--- src/rtl/hci_package.sv ---
// rtl/hci_package.sv - shared types and default widths for the HCI bank arbiter
package hci_package;

    localparam int DEFAULT_AW = 32;
    localparam int DEFAULT_DW = 32;
    localparam int DEFAULT_BW = 8;
    localparam int DEFAULT_UW = 1;
    localparam int DEFAULT_SW = 8;

    typedef struct packed {
        logic                  invert_prio;
        logic [DEFAULT_SW-1:0] max_stall;
    } hci_bank_arb_ctrl_t;

    typedef enum logic {
        NORMAL = 1'b0,
        BOOST  = 1'b1
    } hci_bank_arb_state_e;

endpackage

--- src/rtl/hci_arb_stall_counter.sv ---
// rtl/hci_arb_stall_counter.sv - saturating lost-arbitration counter with boost threshold detect
module hci_arb_stall_counter
    import hci_package::*;
#(
    parameter int SW = 8
) (
    input  logic          clk_i,
    input  logic          rst_ni,
    input  logic          clr_i,
    input  logic [SW-1:0] max_stall_i,
    input  logic          lp_req_i,
    input  logic          lp_gnt_i,
    input  logic          hp_gnt_i,
    output logic [SW-1:0] cnt_o,
    output logic          hit_o
);

    logic [SW-1:0] cnt_q;
    logic          enable;
    logic          incr;

    assign enable = (max_stall_i != '0);
    assign incr   = enable & lp_req_i & hp_gnt_i;
    // Threshold is reached by the loss happening now, so the boost lands on the very next cycle.
    assign hit_o  = incr & (cnt_q == max_stall_i - SW'(1));
    assign cnt_o  = cnt_q;

    always_ff @(posedge clk_i or negedge rst_ni) begin
        if (!rst_ni) begin
            cnt_q <= '0;
        end else if (clr_i || !enable || !lp_req_i || lp_gnt_i || hit_o) begin
            cnt_q <= '0;
        end else if (incr && (cnt_q != max_stall_i)) begin
            cnt_q <= cnt_q + SW'(1);
        end
    end

endmodule

--- src/rtl/hci_bank_starvation_arbiter.sv ---
// rtl/hci_bank_starvation_arbiter.sv - fixed-priority two-way TCDM bank arbiter with LP starvation boost
module hci_bank_starvation_arbiter
    import hci_package::*;
#(
    parameter int AW = hci_package::DEFAULT_AW,
    parameter int DW = hci_package::DEFAULT_DW,
    parameter int BW = hci_package::DEFAULT_BW,
    parameter int UW = hci_package::DEFAULT_UW,
    parameter int IW = 8,
    parameter int SW = 8
) (
    input  logic               clk_i,
    input  logic               rst_ni,
    input  logic               clear_i,
    input  hci_bank_arb_ctrl_t ctrl_i,
    input  logic               in0_req_i,
    input  logic [AW-1:0]      in0_add_i,
    input  logic               in0_wen_i,
    input  logic [DW-1:0]      in0_data_i,
    input  logic [DW/BW-1:0]   in0_be_i,
    input  logic [UW-1:0]      in0_user_i,
    input  logic [IW-1:0]      in0_id_i,
    output logic               in0_gnt_o,
    output logic               in0_r_valid_o,
    output logic [DW-1:0]      in0_r_data_o,
    output logic [UW-1:0]      in0_r_user_o,
    output logic [IW-1:0]      in0_r_id_o,
    input  logic               in1_req_i,
    input  logic [AW-1:0]      in1_add_i,
    input  logic               in1_wen_i,
    input  logic [DW-1:0]      in1_data_i,
    input  logic [DW/BW-1:0]   in1_be_i,
    input  logic [UW-1:0]      in1_user_i,
    input  logic [IW-1:0]      in1_id_i,
    output logic               in1_gnt_o,
    output logic               in1_r_valid_o,
    output logic [DW-1:0]      in1_r_data_o,
    output logic [UW-1:0]      in1_r_user_o,
    output logic [IW-1:0]      in1_r_id_o,
    output logic               out_req_o,
    output logic [AW-1:0]      out_add_o,
    output logic               out_wen_o,
    output logic [DW-1:0]      out_data_o,
    output logic [DW/BW-1:0]   out_be_o,
    output logic [UW-1:0]      out_user_o,
    output logic [IW-1:0]      out_id_o,
    input  logic               out_gnt_i,
    input  logic [DW-1:0]      out_r_data_i,
    input  logic [UW-1:0]      out_r_user_i
);

    hci_bank_arb_state_e state_q;
    logic                invert_q;
    logic                r_valid0_q, r_valid1_q;
    logic [IW-1:0]       r_id_q;
    logic [SW-1:0]       max_stall;
    logic [SW-1:0]       cnt;
    logic                hit;
    logic                prio_change;
    logic                prio_side, prio_req, winner;
    logic                lp_req, lp_gnt, hp_gnt, handshake;

    assign max_stall   = SW'(ctrl_i.max_stall);
    assign prio_change = (ctrl_i.invert_prio != invert_q);

    // Sides are resolved from the registered invert bit so a toggle takes effect one cycle later.
    assign prio_side = invert_q ^ (state_q == BOOST);
    assign prio_req  = prio_side ? in1_req_i : in0_req_i;
    assign winner    = prio_req ? prio_side : ~prio_side;

    assign in0_gnt_o = ~winner & in0_req_i & out_gnt_i;
    assign in1_gnt_o =  winner & in1_req_i & out_gnt_i;
    assign handshake = in0_gnt_o | in1_gnt_o;

    assign lp_req = invert_q ? in0_req_i : in1_req_i;
    assign lp_gnt = invert_q ? in0_gnt_o : in1_gnt_o;
    assign hp_gnt = invert_q ? in1_gnt_o : in0_gnt_o;

    assign out_req_o  = in0_req_i | in1_req_i;
    assign out_add_o  = winner ? in1_add_i  : in0_add_i;
    assign out_wen_o  = winner ? in1_wen_i  : in0_wen_i;
    assign out_data_o = winner ? in1_data_i : in0_data_i;
    assign out_be_o   = winner ? in1_be_i   : in0_be_i;
    assign out_user_o = winner ? in1_user_i : in0_user_i;
    assign out_id_o   = winner ? in1_id_i   : in0_id_i;

    assign in0_r_valid_o = r_valid0_q;
    assign in1_r_valid_o = r_valid1_q;
    assign in0_r_id_o    = r_id_q;
    assign in1_r_id_o    = r_id_q;
    assign in0_r_data_o  = out_r_data_i;
    assign in1_r_data_o  = out_r_data_i;
    assign in0_r_user_o  = out_r_user_i;
    assign in1_r_user_o  = out_r_user_i;

    hci_arb_stall_counter #(
        .SW (SW)
    ) u_stall_counter (
        .clk_i       (clk_i),
        .rst_ni      (rst_ni),
        .clr_i       (clear_i | prio_change),
        .max_stall_i (max_stall),
        .lp_req_i    (lp_req),
        .lp_gnt_i    (lp_gnt),
        .hp_gnt_i    (hp_gnt),
        .cnt_o       (cnt),
        .hit_o       (hit)
    );

    always_ff @(posedge clk_i or negedge rst_ni) begin
        if (!rst_ni) begin
            state_q    <= NORMAL;
            invert_q   <= 1'b0;
            r_valid0_q <= 1'b0;
            r_valid1_q <= 1'b0;
            r_id_q     <= '0;
        end else begin
            invert_q <= ctrl_i.invert_prio;
            if (clear_i || prio_change) begin
                state_q <= NORMAL;
            end else begin
                case (state_q)
                    NORMAL:  if (hit) state_q <= BOOST;
                    BOOST:   if (lp_gnt || !lp_req) state_q <= NORMAL;
                    default: state_q <= NORMAL;
                endcase
            end
            // Response tracking ignores clear/priority changes so in-flight data reaches its owner.
            r_valid0_q <= in0_gnt_o;
            r_valid1_q <= in1_gnt_o;
            if (handshake) begin
                r_id_q <= out_id_o;
            end
        end
    end

endmodule
--- config.mk ---
export PLATFORM = sky130hd
export DESIGN_NAME = hci_bank_starvation_arbiter
export DESIGN_NICKNAME = d
export VERILOG_FILES = /design/src/rtl/hci_package.sv /design/src/rtl/hci_arb_stall_counter.sv /design/src/rtl/hci_bank_starvation_arbiter.sv
export SDC_FILE = /design/constraint.sdc
export NUM_CORES = 1
export LEC_CHECK = 0
export BUFFER_PORTS_ARGS = -buffer_cell sky130_fd_sc_hd__buf_2
export CAP_MARGIN = 20
export CORE_AREA = 2 2 141 143
export DETAILED_ROUTE_END_ITERATION = 8
export DIE_AREA = 0 0 143 145
export PLACE_DENSITY = 0.48
export SYNTH_ARGS = -nofsm -noshare
export SYNTH_HDL_FRONTEND = slang
export SYNTH_SLANG_ARGS = --single-unit
--- constraint.sdc ---
create_clock -name clk_i -period 4.35 [get_ports clk_i]
set_input_delay 0 -clock clk_i [delete_from_list [all_inputs] [get_ports clk_i]]
set_output_delay 0 -clock clk_i [all_outputs]
set_load 0.01 [all_outputs]
# Word level (Yosys, flattened, before mapping)
# Cells that the tools add are included.
# totals
regBits,20
input_bits,204
output_inout_bits,165
# op_classes
n_addsub,2
n_eq_ne,3
muxes,17
bitwise,14
reduce_logical,11
# ops
op,count
2-to-1 mux 32 bit,2
2-to-1 mux 8 bit,3
2-to-1 mux 1 bit,10
adder 8 x 1 -> 8 bit (second input constant),1
equality test 8 bit,1
!= test 8 bit,1
nonzero test 8 bit,1
subtractor 8 x 1 -> 8 bit (second input constant),1
bitwise AND 1 bit,7
logical OR 1 bit,6
2-to-1 mux 4 bit,1
NOT 1 bit,3
bitwise OR 1 bit,3
zero test 1 bit,2
case mux 1 bit (2 select lines),1
nonzero test 2 bit,1
logical AND 1 bit,1
!= test 1 bit,1
XOR 1 bit,1

# Logic depth before layout (Yosys ltp)
# Gate-level depths: netlist of run 1.
# depth
depth_word,12
mapped_depth,8
ltp_nobuf,7

# Cells and area by module
# A second synthesis of run 1 with hierarchy kept.
# unflattened
hier_cells,319
area_unflattened_um2,3016.6
# by_module_without_submodules
mod,n_inst,cells_per_inst,area_per_inst_um2,seq_area_each_um2
hci_bank_starvation_arbiter,1,228,2204.6,300.3
hci_arb_stall_counter,1,91,812.0,200.2

# Worst setup path after synthesis of run 1
# Ideal clock, no wire load.
# synth_timing
path_kind,register to register
startpoint,register invert_q
endpoint,register r_id_q[4] (netlist: in0_r_id_o[4])
arrival_time_ps,1746
setup_slack_ps,2479
stages_incl_launch_ff,7
path_buffers,1
period_less_slack_ps,1871
path_cell_list,dfrtp_1 > xnor2_1 > nand2_1 > o21ai_2 > buf_2 > mux2_2 > mux2_2
# synth_lines
element,line_no,rtl
"start, declared",hci_bank_starvation_arbiter.sv:53,logic invert_q;
"start signal, assigned",hci_bank_starvation_arbiter.sv:118,invert_q <= ctrl_i.invert_prio;
XOR 1 bit (*),hci_bank_starvation_arbiter.sv:67,assign prio_side = invert_q ^ (state_q == BOOST);
2-to-1 mux 1 bit or NOT 1 bit (tied branches),"hci_bank_starvation_arbiter.sv:68, hci_bank_starvation_arbiter.sv:69",
2-to-1 mux 1 bit (*),hci_bank_starvation_arbiter.sv:69,assign winner = prio_req ? prio_side : ~prio_side;
2-to-1 mux 8 bit (*),hci_bank_starvation_arbiter.sv:85,assign out_id_o = winner ? in1_id_i : in0_id_i;
net out_id_o[4],hci_bank_starvation_arbiter.sv:46,"output logic [IW-1:0] out_id_o,"
"end signal, assigned",hci_bank_starvation_arbiter.sv:132,r_id_q <= out_id_o;
"end, declared",hci_bank_starvation_arbiter.sv:55,logic [IW-1:0] r_id_q;
# The timed path passes the listed nets; every way through them passes the cells marked *.
# A chain may end at the register's enable or synchronous reset.

# Worst setup path after layout of run 1
# layout_timing
startpoint,register invert_q
endpoint,output port out_be_o[0]
# layout_between
elab_chain_cells,4
# layout_lines
element,line_no,rtl
XOR 1 bit (*),hci_bank_starvation_arbiter.sv:67,
2-to-1 mux 1 bit or NOT 1 bit (tied branches),"hci_bank_starvation_arbiter.sv:68, hci_bank_starvation_arbiter.sv:69",
2-to-1 mux 1 bit (*),hci_bank_starvation_arbiter.sv:69,
2-to-1 mux 4 bit (*),hci_bank_starvation_arbiter.sv:83,assign out_be_o = winner ? in1_be_i : in0_be_i;
"end, declared",hci_bank_starvation_arbiter.sv:44,"output logic [DW/BW-1:0] out_be_o,"
# Mark *: on every way between the ends. The rest lies on a longest branch, timed or not.

==> results.md, run 1 <==
* Initial core utilization at 14.2%
* Ys async rst share at 100%
* PD cells at 224 nW/um^2
* Setup-failing EPs final at 0
* CP arrival at 2450 ps
* CTS Sinks at 20
* Worst-path fanout max at 36
* Critical Path RT at 4350 ps
* Post-synth EDFFs at 0
* Post-synth top area share at 35.5%
* Post-synthesis sequential area ratio at 18.3%
* DRT antenna net count at 0
* DR WL/cell at 17.5 um
* Hold Crit Class: in -> out
* Dpl ws at 1940 ps
* Share of cells above drive strength 1 at 78.2%
* Placed Cells at 734
* Post-route clock period utilization at 56.4%
* Post-CTS sizing at 0
* CTS buffer count at 3
* Final hold vios at 0
* H-tree depth at 1
* Congestion Overflow GR at 0
* Synth area leaders: mux2_2 (36%), buf_4 (20%), dfrtp_1 (18%), xnor2_1 (3.9%), buf_2 (1.5%)
* Vias in the first global route at 2696
* Most frequent cells in the layout: buf_2 (269), mux2_2 (86), dfrtp_1 (20)
* Core area at 19200 um^2
* Startpoint Class: flip-flop
* Max Cap Viol at 0
* Flops & latches, synth at 20
* Routed vias/inst at 3.70
* FMAX at 0.408 GHz
* Leakage at 1.93 nW
* Slowest stage delay, CP at 480 ps
* Pin count of the biggest net entering global routing at 37
* Post-CTS Setup Inserts at 0
* Synth unique cells at 40
* CP bufs+invs at 2
* Vias at 2743
* CTS tree: done
* Min cycle time layout at 2450 ps
* Worst-margin pin slew at 548 ps
* Sum of negative setup slack at 0 ps
* Fin worst setup slack at 1900 ps
* Worst VDD drop at 0.111 mV
* Io pins at 369
* Max Slew Vio Count at 0
* Rel. slew slack at 63.2%
* Prevailing post-synth register cell: dfrtp_1
* Crit end category: primary output
* Clock Latency Late Sink at 260 ps
* Die ar. at 20700 um^2
* Nets at 684
* Syn avg cell area at 9.71 um^2
* Mapped Cells at 281
* Post-synth top area cell: mux2_2
* RSZ-0062 raised after global routing: false
* Syn Nets at 488
* Area grow syn2layout at 45.1%
* Synth Warn # at 0
* Critical-path top delay cell: buf_4
* GP Congestion at 0.860
* Critical path's top delay family: buffers and inverters
* Initial antenna violation count at 2
* Fin cells at 742
* Synthesized area at 2730 um^2
* Status: completed
* CTS Buffer Depth at 2
* WS Path Type: reg -> out
* Port-buffer cells at 269
* Layout Utilization at 20.6%
* Routed wire length at 13000 um
* First-pass GRT wire length at 17600 um
* Pre-Repair DR Iteration Count at 4
* Crit path cell chain: xnor2_1 > nand2_1 > o21ai_4 > buf_4 > mux2_2 > buf_2
* Reg clk slew, reported paths at 60 ps
* # rows at 51
* Die Ht at 145 um
* Drt drc at 0
* Fill cells at 2150
* Die X at 143 um
* Root Driver: clkbuf_16
* Total Routing Usage GR at 11.5%
* Clock Skews at 5.00 ps
* DR iter-0 viols at 59
* Detail Placement HPWL at 11300 um
* Most common cell after layout, fill and taps aside: buf_2
* Hold Buf Count CTS at 3
synthesized netlist by cell type (2+ instances only):
cell type,instances
mux2_2,86
buf_4,74
dfrtp_1,20
xnor2_1,12
buf_2,8
nand2_1,8
nor3_1,8
inv_1,6
a211oi_1,5
nand3_1,5
nor2_1,5
xor2_1,4
ha_1,3
o31ai_1,3
a21oi_1,2
nand2b_1,2
nand4_2,2
nor3b_1,2
o211ai_1,2
o21ai_0,2
or3_2,2
or4_1,2
where the power goes:
group / total [mW] / switching (mW) / internal [mW]
Sequential: 0.212 / 0.0114 / 0.200
Combinational: 0.408 / 0.203 / 0.205
Clock: 0.268 / 0.0848 / 0.183
per-layer routing:
layer | track usage (%) | part of all wire, % | vias up
met5 | 0 | 0.13 | -
li1 | - | - | 1312
met3 | 5.25 | 14 | 7
met1 | 14.2 | 40 | 1222
met4 | 1.34 | 0.45 | 2
met2 | 18.9 | 46 | 200
worst paths after layout:
kind,cells past startpoint,end,startpoint,slack [ps]
setup / recovery,6,out_be_o[0],invert_q,1900
hold / removal,0,in1_r_data_o[4],out_r_data_i[4],0.01
setup reg to reg,6,in0_r_id_o[4],invert_q,1960
hold reg to reg,1,in0_r_id_o[2],in0_r_id_o[2],530
max in group asynchronous,2,in0_r_valid_o,rst_ni,3740
min in group asynchronous,2,state_q,rst_ni,250
through the flow:
stage | total power, mW | area, um^2 | hold WS, ps
floorplan | 0.483 | 2730 | -296
global placement | 0.627 | 3820 | 0.101
detailed placement | 0.627 | 3820 | 0.101
CTS | 0.909 | 3960 | 0.101
global route | 0.947 | 3960 | 0.0902
finish | 0.888 | 3960 | 0.0111
worst reg2reg max path, delay by kind of cell, from the launching register on:
kind | cells | cell delay (ps)
multiplexers | 2 | 680
buffers and inverters | 1 | 480
flip-flops | 1 | 420
XOR/XNOR | 1 | 360
AND/OR/NAND/NOR | 1 | 170
AO/OA/AOI/OAI | 1 | 160
sequential cells by signal, summed over array words and instances (netlist names):
signal and cells:
invert_q 1, in0_r_id_o 8, u_stall_counter.cnt_o 8, in1_r_valid_o 1, state_q 1, in0_r_valid_o 1
final cells by class:
class / instances / area (um^2) / share of cell area [%]
tap: 265 / 332 / 8.38
multi-input combinational: 172 / 1610 / 40.5
timing repair buffer: 274 / 1390 / 35.1
sequential: 20 / 500 / 12.6
clock buffer: 3 / 75.1 / 1.90
clock inverter: 1 / 30.0 / 0.759
antenna: 1 / 2.50 / 0.0632
inverter: 6 / 22.5 / 0.569
logic make-up after synthesis:
| group | count (synthesis) | share of synthesized area [%] |
|---|---|---|
| AND/OR/NAND/NOR | 44 | 9.82 |
| adder cells (fa/ha/maj) | 3 | 1.38 |
| buffers and inverters | 89 | 23.1 |
| AO/OA/AOI/OAI | 22 | 6.38 |
| flip-flops | 20 | 18.3 |
| multiplexers | 87 | 35.9 |
| XOR/XNOR | 16 | 5.14 |
(Power assumes the default switching activity.)
==> run 2, diff against run 1 <==
Settings changed: ABC_AREA set to 1, CORE_AREA 2 2 141 143 to 2 2 142 144, DIE_AREA 0 0 143 145 to 0 0 144 146, PLACE_DENSITY 0.48 to 0.51.
Clock period 4.35 ns to 2.1 ns, I/O delays scaled along.
==> run 2 against run 1 <==
Combinational power up 130%. Largest power group unchanged. Sequential share of layout area down 0.75 points. Clock skew up 9.8 ps. Sequential power up 120%. Routed wire length up 12%.
==> results.md, run 2 <==
* Critical path's top delay family: buffers and inverters
* CP bufs+invs at 5 (+3)
* Routed vias/inst at 3.83 (+3.7%)
* WS Path Type: reg -> out
* Share of cells above drive strength 1 at 40.3% (-38 points)
* Reg power frac at 23.5% (-0.3 points)
* Hold Crit Class: in -> out
* Clock Latency Late Sink at 270 ps (about the same)
* Fin worst setup slack at 142 ps (-1750 ps)
* Most instantiated cells after synthesis: nand2_1 (309), buf_4 (77), nor2_1 (34)
* Io pins at 369 (unchanged)
* CTS Buffer Depth at 2 (unchanged)
* Synth unique cells at 31 (-23%)
* Ys async rst share at 100% (unchanged)
* Most frequent cell after synthesis: nand2_1
* Crit path cell chain: inv_4 > nand2_2 > nand3_2 > nand2_2 > inv_2 > buf_12 > buf_4 > nand2_1 > nand2_1 > buf_2
* Multi-input combinational cell area at 1730 um^2 (+7.9%)
* Die X at 144 um (+0.70%)
* Status: completed
* Synth Area in Compound Gates at 3.66% (-2.7 points)
* CP arrival at 1960 ps (-490 ps)
* Post-Synth XOR/XNOR Area at 0.291% (-4.8 points)
* Synth Area in Adders at 1.25% (-0.13 points)
* Syn Nets at 760 (+56%)
* Root Driver: clkbuf_16
* DR WL/cell at 14.4 um (-17%)
* Setup-failing EPs final at 0 (unchanged)
* Sum of negative setup slack at 0 ps (unchanged)
* Slowest stage delay, CP at 470 ps (about the same)
* Total Routing Usage GR at 13.2% (+1.7 points)
* Area grow syn2layout at 40.1%
* Post-synth top area share at 38.5% (+3.0 points)
* CTS tree: done
* Post-synth top area cell: nand2_1
* Post-CTS Setup Inserts at 0 (unchanged)
* Reg area at 502 um^2 (+0.25%)
* Most frequent cells in the layout: nand2_1 (309), buf_2 (269), nor2_1 (34)
* Drt drc at 0 (unchanged)
* Psw at 758 uW (+150%)
* RSZ-0062 raised after global routing: false
* Synth area leaders: nand2_1 (39%), buf_4 (19%), dfrtp_1 (17%), nor2_1 (4.2%), inv_1 (3.9%)
* Synthesized area at 3010 um^2 (+10%)
* Rel. slew slack at 65.0% (+1.8 points)
* Detail Placement HPWL at 12600 um (+11%)
* Startpoint Class: flip-flop
* Pre-Repair DR Iteration Count at 4 (unchanged)
* Vias at 3848 (+40%)
* Syn avg cell area at 5.44 um^2 (-44%)
* Max Slew Vio Count at 0 (unchanged)
* Reg clk slew, reported paths at 70 ps (about the same)
* FMAX at 0.511 GHz
* Most common cell after layout, fill and taps aside: nand2_1
* Port-buffer cells at 269 (unchanged)
* Die Ht at 146 um (+0.69%)
* First-pass GRT wire length at 21200 um (+21%)
* Inserted Diodes at 0 (-1)
* Worst-path fanout max at 72 (+100%)
* Die ar. at 21000 um^2 (+1.4%)
* Final hold vios at 0 (unchanged)
* Pin count of the biggest net entering global routing at 79 (+110%)
* Largest family of logic cells by synthesized area: simple AND/OR/NAND/NOR gates
* Vias in the first global route at 3779 (+40%)
* Critical Path RT at 2100 ps (-2250 ps)
* # rows at 51 (unchanged)
* Flops & latches, synth at 20 (unchanged)
* Fill cells at 2293 (+6.7%)
* Core area at 19300 um^2 (+0.66%)
* Clock power share at 28.5% (-1.7 points)
* Net Sw Frac at 39.1% (+5.4 points)
* CTS buffer count at 3 (unchanged)
* Prevailing post-synth register cell: dfrtp_1
* Worst-margin pin slew at 525 ps (-22.5 ps)
* Internal at 1.18 mW (+100%)
* PD cells at 460 nW/um^2 (+110%)
* Simple-Gate Fraction of Synth Area at 52.3% (+43 points)
* Clock Skews at 14.8 ps (+9.76 ps)
* Combinational power share at 47.9% (+1.9 points)
* Post-synth EDFFs at 0 (unchanged)
* Dpl ws at 370 ps (-1570 ps)
* Initial antenna violation count at 2 (unchanged)
* Mapped Cells at 553 (+97%)
* Leakage at 2.63 nW (+36%)
* Synth Warn # at 0 (unchanged)
* Congestion Overflow GR at 0 (unchanged)
* Min cycle time layout at 1960 ps
* Max Cap Viol at 0 (unchanged)
* DR iter-0 viols at 85 (+44%)
* DRT antenna net count at 0 (unchanged)
* Worst VDD drop at 0.377 mV (+240%)
* H-tree depth at 1 (unchanged)
* Post-route clock period utilization at 93.3%
* Routed wire length at 14500 um (+12%)
* Initial core utilization at 15.6% (+1.4 points)
* Critical-path top delay cell: dfrtp_2
* Mux contribution to synthesized area at 0% (-36 points)
* Nets at 947 (+38%)
* Post-synthesis sequential area ratio at 16.6% (-1.7 points)
* Crit end category: primary output
* CTS Sinks at 20 (unchanged)
* GP Congestion at 0.873 (+1.5%)
## run 2: cell types whose count changed after synthesis, moves of 6 or more
| cell | delta |
|---|---|
| nand2_2 | +6 |
| nand2_1 | +301 |
| xnor2_1 | -11 |
| nor2_1 | +29 |
| clkbuf_1 | +9 |
| mux2_2 | -86 |
| nand3_1 | +11 |
| a31oi_1 | +8 |
| inv_1 | +25 |
| nor3_1 | -6 |
## run 2: path summary, 6_finish.rpt
kind,slack (ps),startpoint,cells past startpoint,to
max,140,invert_q,10,out_add_o[21]
min,0.01,out_r_data_i[9],0,in1_r_data_o[9]
max reg2reg,430,invert_q,6,in0_r_id_o[5]
min reg2reg,580,in0_r_id_o[7],2,in0_r_id_o[7]
max in group asynchronous,1480,rst_ni,2,invert_q
min in group asynchronous,250,rst_ni,2,in0_r_valid_o
## run 2: routing by layer
| layer | global-route usage (%) | vias to the layer above | routed length [um] |
|---|---|---|---|
| met5 | 1.20 | - | 21 |
| met3 | 5.43 | 12 | 1460 |
| met4 | 2.45 | 4 | 174 |
| met1 | 14.8 | 1646 | 5520 |
| met2 | 23.5 | 211 | 7330 |
| li1 | - | 1975 | - |
## run 2: cells by family (layout without fill, tap and decap cells)
logic type / after synthesis / after routing
AOI/OAI and AO/OA: 17 / 17
buffers and inverters: 126 / 312
and+or+nand+nor: 386 / 386
xor gates and xnor gates: 1 / 1
adders and majority gates: 3 / 3
DFF: 20 / 20
## run 2: final cells by class
class | count | area share, %
Timing Repair Buffer | 275 | 33.7
Multi-Input combinational cell | 407 | 41.1
Clock inverter | 1 | 0.712
Tap cell | 265 | 7.86
Clock buffer | 3 | 1.78
Inverter | 33 | 3.00
Sequential cell | 20 | 11.9
## run 2: per-stage QoR
stage / instances / power (mW) / hold slack, ps / util [%] / area, um^2
2_1_floorplan: 553 / 1.06 / -296 / - / 3010
3_3_place_gp: 998 / 1.41 / 0.100 / 21.2 / 4090
3_5_place_dp: 998 / 1.42 / 0.100 / 21.2 / 4090
4_1_cts: 1004 / 1.98 / 0.100 / 21.8 / 4220
5_1_grt: 1004 / 2.09 / 0.0862 / 21.8 / 4220
6_report: 1004 / 1.94 / 0.0111 / 21.8 / 4220
## run 2: timing repair
item,CTS,global route
endpoints found under the hold margin,21,0
hold buffers,2,0
endpoints found under the setup margin,0,13
gates resized for setup,0,1
## run 2: power groups by stage
stage / logic, mW / clock network (mW) / registers (mW)
floorplan: 0.594 / 0 / 0.465
global placement: 0.947 / 0 / 0.467
detailed placement: 0.951 / 0 / 0.467
CTS: 0.955 / 0.568 / 0.460
global route: 1.04 / 0.589 / 0.466
finish: 0.929 / 0.553 / 0.457
## run 2: worst reg2reg max path, stage by stage, from the launching register on
cell     delay, ps
dfrtp_2        470
nand2_1        140
nand3_2        130
nand2_2        130
buf_12         280
nand2_1        270
a31oi_1        170
